File: config.mk
export PLATFORM = sky130hd
export DESIGN_NAME = memory_arbiter
export DESIGN_NICKNAME = d
export VERILOG_FILES = /design/src/rtl/memory_arbiter_pkg.sv /design/src/rtl/memory_arbiter.sv
export SDC_FILE = /design/constraint.sdc
export NUM_CORES = 1
export LEC_CHECK = 0
export CAP_MARGIN = 30
export CORE_MARGIN = 2
export CORE_UTILIZATION = 40
export DETAILED_ROUTE_END_ITERATION = 16
export HOLD_SLACK_MARGIN = 0.12
export PLACE_DENSITY = 0.76
export SLEW_MARGIN = 10
export SYNTH_ARGS = -nofsm -noshare
export SYNTH_HDL_FRONTEND = slang
export SYNTH_SLANG_ARGS = --single-unit
File: constraint.sdc
create_clock -name CLK -period 2.4 [get_ports CLK]
set_input_delay 0.24 -clock CLK [delete_from_list [all_inputs] [get_ports CLK]]
set_output_delay 0.24 -clock CLK [all_outputs]
set_load 0.02 [all_outputs]
File: src/rtl/memory_arbiter_pkg.sv
// Shared types for the icache/dcache to RAM arbiter.
package memory_arbiter_pkg;

   typedef enum logic [1:0] {
      RAM_FREE   = 2'd0,
      RAM_BUSY   = 2'd1,
      RAM_ACCESS = 2'd2,
      RAM_ERROR  = 2'd3
   } ramstate_t;

   typedef enum logic [1:0] {
      IDLE = 2'd0,
      IACC = 2'd1,
      DACC = 2'd2,
      DONE = 2'd3
   } arb_state_t;

   typedef enum logic {
      GRANT_I = 1'b0,
      GRANT_D = 1'b1
   } grant_t;

endpackage

File: src/rtl/memory_arbiter.sv
// Arbitrates one shared RAM port between icache reads and dcache reads/writes,
// with round-robin fairness, RAM error handling and a per-access timeout.
module memory_arbiter
   import memory_arbiter_pkg::*;
#(
   parameter int ADDR_W  = 32,
   parameter int DATA_W  = 32,
   parameter int TIMEOUT = 255
) (
   input  logic              CLK,
   input  logic              RST,
   input  logic              iREN,
   input  logic [ADDR_W-1:0] iaddr,
   input  logic              dREN,
   input  logic              dWEN,
   input  logic [ADDR_W-1:0] daddr,
   input  logic [DATA_W-1:0] dstore,
   output logic              iwait,
   output logic              dwait,
   output logic [DATA_W-1:0] iload,
   output logic [DATA_W-1:0] dload,
   output logic              ramREN,
   output logic              ramWEN,
   output logic [ADDR_W-1:0] ramaddr,
   output logic [DATA_W-1:0] ramstore,
   input  logic [1:0]        ramstate,
   input  logic [DATA_W-1:0] ramload,
   output logic              err
);

   localparam int CW = $clog2(TIMEOUT + 1);
   localparam logic [CW-1:0] LAST = CW'(TIMEOUT - 1);

   arb_state_t        state;
   grant_t            grant;
   logic [CW-1:0]     cnt;
   logic [DATA_W-1:0] iload_q;
   logic [DATA_W-1:0] dload_q;
   logic              ren_q;
   logic              wen_q;
   logic [ADDR_W-1:0] addr_q;
   logic [DATA_W-1:0] store_q;
   logic              err_q;
   logic              d_req;
   ramstate_t         rs;

   assign d_req = dREN | dWEN;
   assign rs    = ramstate_t'(ramstate);

   assign iwait = iREN  & ~(state == DONE && grant == GRANT_I);
   assign dwait = d_req & ~(state == DONE && grant == GRANT_D);

   assign iload    = iload_q;
   assign dload    = dload_q;
   assign ramREN   = ren_q;
   assign ramWEN   = wen_q;
   assign ramaddr  = addr_q;
   assign ramstore = store_q;
   assign err      = err_q;

   always_ff @(posedge CLK) begin
      if (RST) begin
         state   <= IDLE;
         grant   <= GRANT_D;
         cnt     <= '0;
         iload_q <= '0;
         dload_q <= '0;
         ren_q   <= 1'b0;
         wen_q   <= 1'b0;
         addr_q  <= '0;
         store_q <= '0;
         err_q   <= 1'b0;
      end else begin
         err_q <= 1'b0;
         unique case (state)
            IDLE: begin
               // dcache wins unless it also won the previous grant
               if (d_req && !(iREN && grant == GRANT_D)) begin
                  state   <= DACC;
                  grant   <= GRANT_D;
                  cnt     <= '0;
                  ren_q   <= dREN;
                  wen_q   <= dWEN;
                  addr_q  <= daddr;
                  store_q <= dstore;
               end else if (iREN) begin
                  state   <= IACC;
                  grant   <= GRANT_I;
                  cnt     <= '0;
                  ren_q   <= 1'b1;
                  wen_q   <= 1'b0;
                  addr_q  <= iaddr;
                  store_q <= '0;
               end
            end
            IACC, DACC: begin
               cnt <= cnt + 1'b1;
               if (rs == RAM_ACCESS) begin
                  state <= DONE;
                  ren_q <= 1'b0;
                  wen_q <= 1'b0;
                  if (ren_q && state == IACC) iload_q <= ramload;
                  if (ren_q && state == DACC) dload_q <= ramload;
               end else if (rs == RAM_ERROR || cnt == LAST) begin
                  state <= DONE;
                  ren_q <= 1'b0;
                  wen_q <= 1'b0;
                  err_q <= 1'b1;
                  if (state == IACC) iload_q <= '0;
                  else               dload_q <= '0;
               end
            end
            DONE: state <= IDLE;
            default: state <= IDLE;
         endcase
      end
   end

endmodule

==> impl_metrics.tcl, run 1 <==
set metrics [dict create \
    status "completed" \
    path_cells "ha_1 > a21boi_0 > clkdlybuf4s50_1" \
    synth_fp_nets 730 \
    grt_pass1_wl_um 27300 \
    final_common_cell "clkdlybuf4s50_1" \
    cts_setup_buffers 0 \
    crit_arrival_ns 1.88 \
    rr_startpoint "state[0]" \
    die_h_um 128 \
    vias_per_cell 5.04 \
    yosysTopAreaCellShare_pct 46.5 \
    slew_headroom_pct 39.8 \
    p_comb_share_pct 36.8 \
    insertion_delay_ns 0.42 \
    hold_start "RST" \
    cp_slowest_stage_delay_ns 0.64 \
    die_w_um 128 \
    antenna_found_initial 0 \
    grt_overflow 0 \
    cp-end-kind "primary output" \
    hold_depth 2 \
    maxCapViolCount 0 \
    yosys_warnings 0 \
    synth-simple-area-share_pct 16.1 \
    synth_mux_area_share_pct 15.9 \
    reg2reg_depth 7 \
    ys_seq_area_share_pct 46.5 \
    io_buffers 267 \
    pwr-share-clk_pct 29.3 \
    synth_area_leaders "dfxtp_1 47%, mux2i_1 16%, nand2b_1 6.7%" \
    root_buffer "clkbuf_16" \
    seqPwrFrac_pct 34.0 \
    drt-total-wl_um 17700 \
    p_sw_mw 3.06 \
    area_growth_pct 54.5 \
    yosys.area.top_type "dfxtp_1" \
    ant_nets 0 \
    clock_skew_ns 0.00743 \
    netlist_area_sq_um 6110 \
    firstDrtPassIters 4 \
    most-common-layout-cells "266 x clkdlybuf4s50_1, 142 x dfxtp_1, 97 x mux2i_1, 75 x nor2_1, 65 x nand2b_1" \
    cts_hold_buf 0 \
    final.min_clock_period_ns 2.12 \
    post_synth.cell_area_avg_sq_um 10.4 \
    timing.final.crit_share_pct 88.4 \
    synth_edf_count 0 \
    leakage_nw 3.59 \
    hold_class "in -> reg" \
    drv_slew 0 \
    max_freq_mhz 471 \
    grt_use_total_pct 21.4 \
    dieArea_sq_um 16300 \
    power_density_nw_per_um2 945 \
    swShare_pct 34.3 \
    synth_compound_area_share_pct 13.7 \
    cts_max_level 4 \
    worstMarginPinSlew_ns 0.903 \
    ios 268 \
    finalHoldViolCount 0 \
    crit_fanout 3 \
    nets 983 \
    cts_made_buffers 17 \
    hold_end "cnt[0]" \
    gp_congestion 0.848 \
    cts_sinks 142 \
    clkTransAtPathRegs_ns 0.06 \
    syn-instance-count 588 \
    antennaDiodeCount 0 \
    critPathLaunchType "flip-flop" \
    tritoncts "built" \
    initial_core_util_pct 40.5 \
    fp-row-count 45 \
    ys_ff_latch 142 \
    fin_util_pct 62.6 \
    synthXorXnorAreaFrac_pct 0.860 \
    internal-power_mw 5.86 \
    async_flop_share_pct 0 \
    drc 0 \
    grt_max_degree 60 \
    synthAdderAreaFrac_pct 1.43 \
    initialDrtViolationCount 263 \
    setup_viol 0 \
    slowest_stage "clkdlybuf4s50_1" \
    cts_buffer_depth 2 \
    reg2reg_slack_ns 0.34 \
    ys_types 40 \
    r2r_end "dload[12]" \
    worst-endpoint-required_ns 2.16 \
    cts_resized 0 \
    synth_top_family_by_area "simple AND/OR/NAND/NOR gates" \
    yosys_most_used_dff "dfxtp_1" \
    vias 5252 \
    grt_pass1_vias 5318 \
    rsz0062_at_grt "false" \
    max-vdd-ir-drop_mv 0.548 \
    fin_tns_setup_ns 0 \
    wire_per_inst_um 17.0 \
    core_area_sq_um 15100 \
    crit_type "reg -> out" \
    dpl.hpwl_um 13000 \
    drive_gt1_share_pct 9.95 \
]
cell families after synthesis:
family	Yosys count
adders and majority gates	7
DFF	142
and+or+nand+nor	198
buffers and inverters	49
AOI/OAI and AO/OA	89
xor gates and xnor gates	6
muxes	97
through the flow:
| stage | power [mW] | instances | hold WS (ns) | cell area (sq um) | worst slack, ns |
|---|---|---|---|---|---|
| after floorplan | 5.04 | 588 | 0.375 | 6110 | 0.721 |
| after CTS | 8.98 | 1042 | 0.309 | 9440 | 0.259 |
| after global routing | 9.36 | 1042 | 0.361 | 9440 | 0.180 |
| final | 8.92 | 1042 | 0.329 | 9440 | 0.278 |
| after global placement | 6.23 | 1009 | 0.458 | 8830 | 0.276 |
| after detailed placement | 6.35 | 1010 | 0.466 | 8850 | 0.220 |
power groups by stage:
stage | logic [mW] | registers [mW] | clock network (mW)
final | 3.28 | 3.03 | 2.61
after global routing | 3.52 | 3.08 | 2.76
after CTS | 3.29 | 3.03 | 2.65
after detailed placement | 3.28 | 3.07 | 0
after global placement | 3.18 | 3.06 | 0
after floorplan | 1.55 | 3.49 | 0
flip-flops by register name, indices dropped and copies added (netlist names):
name      flops
dload        32
iload        32
ramaddr      32
ramstore     32
cnt           8
state         2
err           1
grant         1
ramREN        1
ramWEN        1
metal layers:
layer	global-route usage [%]	part of all wire, %	vias to the layer above
met5	0	0	-
met3	6.53	7.7	34
met1	24.6	42	2436
met2	36.8	48	239
li1	-	-	2543
met4	9.18	2.6	0
critical path, delay by kind of cell (launching register included):
family	cells	cell delay (ns)
buf+inv	1	0.64
flops	1	0.33
fa+ha+maj	1	0.27
compound gates	1	0.23
synth_stat cells (3+ instances only):
cell,instances
dfxtp_1,142
mux2i_1,97
nor2_1,76
nand2b_1,65
nand2_1,35
a211oi_1,33
a22oi_2,29
clkbuf_1,21
buf_6,11
buf_2,8
a21oi_1,7
ha_1,7
xnor2_1,6
nand3_1,5
inv_1,4
o21ai_1,4
a22oi_1,3
buf_12,3
nor3_1,3
nor3b_1,3
nor4_1,3
final cells by class:
type	instances	area [sq um]
clock buffer	19	453
clock inverter	13	134
fill	1210	5650
inverter	4	15.0
multi-input combinational	397	2960
sequential	142	2840
tap	188	235
timing repair buffer	279	2800
worst max-delay path by stage:
stage               startpoint          end  depth (start not counted)
detailed placement        iREN  ramstore[1]                          6
finish                state[0]        iwait                          3
CTS                   state[0]        iwait                          3
global placement          dREN  ramaddr[27]                          4
global route          state[0]        iwait                          3
floorplan             state[1]       cnt[4]                          7
No activity file was read; power rests on OpenSTA's default activity.
==> run 2: changes to the inputs <==
--- a/config.mk
+++ b/config.mk
@@ -5,13 +5,14 @@
 export SDC_FILE = /design/constraint.sdc
 export NUM_CORES = 1
 export LEC_CHECK = 0
+export ABC_CLOCK_PERIOD_IN_PS = 2400
 export CAP_MARGIN = 30
 export CORE_MARGIN = 2
 export CORE_UTILIZATION = 40
 export DETAILED_ROUTE_END_ITERATION = 16
 export HOLD_SLACK_MARGIN = 0.12
 export PLACE_DENSITY = 0.76
-export SLEW_MARGIN = 10
+export SLEW_MARGIN = 20
 export SYNTH_ARGS = -nofsm -noshare
 export SYNTH_HDL_FRONTEND = slang
 export SYNTH_SLANG_ARGS = --single-unit
==> run 2 against run 1 <==
  * Routed wire length decreased by 1.8%
  * Largest cell class unchanged
  * Clock skew shrank 0.00087 ns
  * Flip-flop and latch count stayed put
  * Highest routed layer unchanged
==> impl_metrics.tcl, run 2 (same netlist as run 1, synthesis figures left out) <==
set metrics [dict create \
    vias_per_cell 5.00 \
    core_area_sq_um 15100 \
    drive_gt1_share_pct 9.95 \
    drc 0 \
    crit_fanout 3 \
    clkTransAtPathRegs_ns 0.06 \
    maxCapViolCount 0 \
    grt_overflow 0 \
    fp-row-count 45 \
    worstMarginPinSlew_ns 0.925 \
    slew_headroom_pct 38.4 \
    final-instance-count-excl-fill 1042 \
    dieArea_sq_um 16300 \
    crit_type "reg -> out" \
    area_growth_pct 54.3 \
    dpl.cell_count 1010 \
    p_sw_mw 3.14 \
    cts_resized 0 \
    root_buffer "clkbuf_16" \
    internal-power_mw 5.73 \
    seqPwrFrac_pct 34.1 \
    wire_per_inst_um 16.7 \
    hold_class "in -> reg" \
    max_freq_mhz 475 \
    ios 268 \
    firstDrtPassIters 4 \
    dpl.hpwl_um 12900 \
    cp-end-kind "primary output" \
    clock_skew_ns 0.00656 \
    grt_pass1_wl_um 27000 \
    leakage_nw 3.57 \
    fin_tns_setup_ns 0 \
    nets 983 \
    initialDrtViolationCount 277 \
    final_common_cell "clkdlybuf4s50_1" \
    antenna_found_initial 0 \
    rsz0062_at_grt "false" \
    most-common-layout-cells "266 x clkdlybuf4s50_1, 142 x dfxtp_1, 97 x mux2i_1, 75 x nor2_1, 65 x nand2b_1" \
    swShare_pct 35.4 \
    worst-endpoint-required_ns 2.16 \
    grt_pass1_vias 5192 \
    grt_use_total_pct 21.1 \
    io_buffers 267 \
    final.min_clock_period_ns 2.11 \
    critPathLaunchType "flip-flop" \
    drv_slew 0 \
    timing.final.crit_share_pct 87.7 \
    initial_core_util_pct 40.5 \
    max-vdd-ir-drop_mv 0.740 \
    ant_nets 0 \
    insertion_delay_ns 0.42 \
    tritoncts "built" \
    pwr-share-clk_pct 29.0 \
    p_comb_share_pct 36.9 \
    setup_viol 0 \
    drt-total-wl_um 17400 \
    grt_max_degree 60 \
    finalHoldViolCount 0 \
    antennaDiodeCount 0 \
    cts_sinks 142 \
    cts_made_buffers 17 \
    status "completed" \
    cts_hold_buf 0 \
    cts_max_level 4 \
    die_h_um 128 \
    cts_buffer_depth 2 \
    gp_congestion 0.848 \
    die_w_um 128 \
    vias 5211 \
    crit_arrival_ns 1.87 \
    cts_setup_buffers 0 \
    power_density_nw_per_um2 940 \
]
-- run 2: worst paths after layout --
kind	start	to	slack (ns)	depth (start not counted)
worst max-delay path	state[0]	iwait	0.29	3
worst min-delay path	RST	cnt[1]	0.31	2
worst max register to register	state[1]	cnt[4]	0.34	6
worst min register to register	iload[28]	iload[28]	0.47	2
-- run 2: area by class of cell --
cell class / instances / area (sq um)
sequential: 142 / 2840
clock buffer: 17 / 425
multi-input combinational: 397 / 2960
tap: 188 / 235
timing repair buffer: 279 / 2800
fill: 1232 / 5660
clock inverter: 15 / 151
inverter: 4 / 15.0
-- run 2: stage by stage --
stage / hold slack, ns / utilization, % / setup slack (ns) / area (sq um) / total power, mW
after floorplan: 0.375 / - / 0.721 / 6110 / 5.04
after global placement: 0.458 / 58.5 / 0.276 / 8830 / 6.23
after detailed placement: 0.466 / 58.7 / 0.198 / 8850 / 6.35
after CTS: 0.301 / 62.5 / 0.259 / 9430 / 8.93
after global routing: 0.342 / 62.5 / 0.164 / 9430 / 9.32
final: 0.309 / 62.5 / 0.295 / 9430 / 8.87
-- run 2: worst max-delay path, cell delays in order, from the launching register on --
cell	delay, ns
dfxtp_1	0.33
ha_1	0.26
a21boi_0	0.22
clkdlybuf4s50_1	0.64
-- run 2: routing by layer --
layer  global-route usage (%)  up-vias  wire, um
met1                     24.3     2408      7340
met5                        0        -         0
met3                     7.16       34      1500
met4                     9.18        0       478
li1                         -     2543         -
met2                     35.6      226      8080
-- run 2: power by group through the flow --
| stage | sequential, mW | clock (mW) | combinational [mW] |
|---|---|---|---|
| global placement | 3.06 | 0 | 3.18 |
| floorplan | 3.49 | 0 | 1.55 |
| CTS | 3.03 | 2.62 | 3.29 |
| finish | 3.02 | 2.57 | 3.27 |
| global route | 3.07 | 2.73 | 3.52 |
| detailed placement | 3.07 | 0 | 3.28 |
==> run 3: changes to the inputs <==
--- a/config.mk
+++ b/config.mk
@@ -12,7 +12,7 @@
 export DETAILED_ROUTE_END_ITERATION = 16
 export HOLD_SLACK_MARGIN = 0.12
 export PLACE_DENSITY = 0.76
-export SLEW_MARGIN = 20
+export SKIP_LAST_GASP = 1
 export SYNTH_ARGS = -nofsm -noshare
 export SYNTH_HDL_FRONTEND = slang
 export SYNTH_SLANG_ARGS = --single-unit
==> run 3 against run 2 <==
  * Combinational power is essentially flat
  * Count of clock-buffer cells in the layout grew 6
  * First-iteration DRC count shrank 1.1%
  * Sequential power is essentially flat
  * Core utilization grew 0.12 points
==> impl_metrics.tcl, run 3 (same netlist as run 1, synthesis figures left out) <==
set metrics [dict create \
    status "completed" \
    fin_tns_setup_ns 0 \
    nets 983 \
    critPathLaunchType "flip-flop" \
    vias 5187 \
    die_h_um 128 \
    cts_sinks 142 \
    ios 268 \
    cp_slowest_stage_delay_ns 0.63 \
    setup_viol 0 \
    initialDrtViolationCount 274 \
    gp_congestion 0.848 \
    final_common_cell "clkdlybuf4s50_1" \
    timing.final.crit_share_pct 87.5 \
    insertion_delay_ns 0.42 \
    area_growth_pct 54.6 \
    crit_type "reg -> out" \
    clock_skew_ns 0.0114 \
    crit_arrival_ns 1.86 \
    root_buffer "clkbuf_16" \
    swShare_pct 33.7 \
    power_density_nw_per_um2 944 \
    final.min_clock_period_ns 2.10 \
    firstDrtPassIters 5 \
    grt_use_total_pct 21.1 \
    seqPwrFrac_pct 33.9 \
    p_comb_share_pct 36.6 \
    cts_hold_buf 0 \
    maxCapViolCount 0 \
    max-vdd-ir-drop_mv 0.813 \
    crit_fanout 3 \
    io_buffers 267 \
    routed.top_layer "met4" \
    p_sw_mw 3.01 \
    hold_class "in -> reg" \
    grt_max_degree 60 \
    fp-row-count 45 \
    most-common-layout-cells "266 x clkdlybuf4s50_1, 142 x dfxtp_1, 97 x mux2i_1, 75 x nor2_1, 65 x nand2b_1" \
    ant_nets 0 \
    dieArea_sq_um 16300 \
    core_area_sq_um 15100 \
    drt-total-wl_um 17400 \
    rsz0062_at_grt "false" \
    wl_met3_um 1500 \
    clkTransAtPathRegs_ns 0.06 \
    num-fill-cells 1230 \
    worst-endpoint-required_ns 2.16 \
    drive_gt1_share_pct 9.61 \
    tritoncts "built" \
    met1_length_um 7330 \
    cts_max_level 4 \
    grt_pass1_vias 5236 \
    finalHoldViolCount 0 \
    cts_buffer_depth 2 \
    drv_slew 0 \
    cts_setup_buffers 0 \
    antennaDiodeCount 0 \
    antenna_found_initial 0 \
    leakage_nw 3.58 \
    slowest_stage "clkdlybuf4s50_1" \
    wire_per_inst_um 16.7 \
    internal-power_mw 5.91 \
    max_freq_mhz 476 \
    grt_overflow 0 \
    die_w_um 128 \
    path_cells "ha_1 > a21boi_0 > clkdlybuf4s50_1" \
    power_mw 8.92 \
    worstMarginPinSlew_ns 0.911 \
    slew_headroom_pct 39.3 \
    drc 0 \
    grt_pass1_wl_um 27100 \
    dpl.hpwl_um 12900 \
    cts_made_buffers 17 \
    initial_core_util_pct 40.5 \
    vias_per_cell 4.98 \
    fin_util_pct 62.6 \
    pwr-share-clk_pct 29.4 \
    whs_ns 0.316 \
    cp-end-kind "primary output" \
    cts_resized 0 \
    wl_met2_um 8220 \
]
run 3: cell count changes in the layout (fill, tap and decap cells not counted):
| cell | previous run | this run |
|---|---|---|
| inv_6 | 5 | 1 |
| clkinvlp_4 | 4 | 2 |
| clkbuf_1 | 0 | 2 |
| clkinv_4 | 1 | 2 |
| inv_8 | 3 | 0 |
| bufinv_16 | 1 | 2 |
| clkbuf_8 | 0 | 4 |
run 3: critical path: cells and delay by family (launching register included):
kind	cells	cell delay (ns)
flip-flops	1	0.33
buffers and inverters	1	0.63
adder cells (fa/ha/maj)	1	0.27
AO/OA/AOI/OAI	1	0.22
run 3: metal layers:
layer | GRT usage [%] | vias to the layer above
met3 | 6.91 | 23
met1 | 24.7 | 2399
met5 | 0 | -
met4 | 8.14 | 0
li1 | - | 2540
met2 | 35.9 | 225
run 3: final timing paths:
kind	start	endpoint	slack, ns	depth (start not counted)
max	state[0]	iwait	0.30	3
min	RST	cnt[0]	0.32	2
max reg2reg	state[1]	cnt[4]	0.33	6
min reg2reg	iload[28]	iload[28]	0.47	2
run 3: power groups by stage:
stage	clock, mW	sequential [mW]	combinational, mW
4_1_cts	2.67	3.03	3.29
6_report	2.62	3.02	3.27
2_1_floorplan	0	3.49	1.55
3_3_place_gp	0	3.06	3.18
3_5_place_dp	0	3.07	3.28
5_1_grt	2.78	3.07	3.52
run 3: final cells by class:
type / count / area, sq um / share of cell area [%]
sequential: 142 / 2840 / 30.1
inverter: 4 / 15.0 / 0.159
timing repair buffer: 279 / 2800 / 29.6
multi-input combinational: 397 / 2960 / 31.4
clock inverter: 8 / 106 / 1.13
tap: 188 / 235 / 2.49
clock buffer: 23 / 488 / 5.17
run 3: through the flow:
step | worst slack [ns] | cells | instance area (sq um)
after floorplan | 0.721 | 588 | 6110
after global placement | 0.276 | 1009 | 8830
after detailed placement | 0.213 | 1010 | 8850
after CTS | 0.265 | 1041 | 9450
after global routing | 0.180 | 1041 | 9450
final | 0.299 | 1041 | 9450
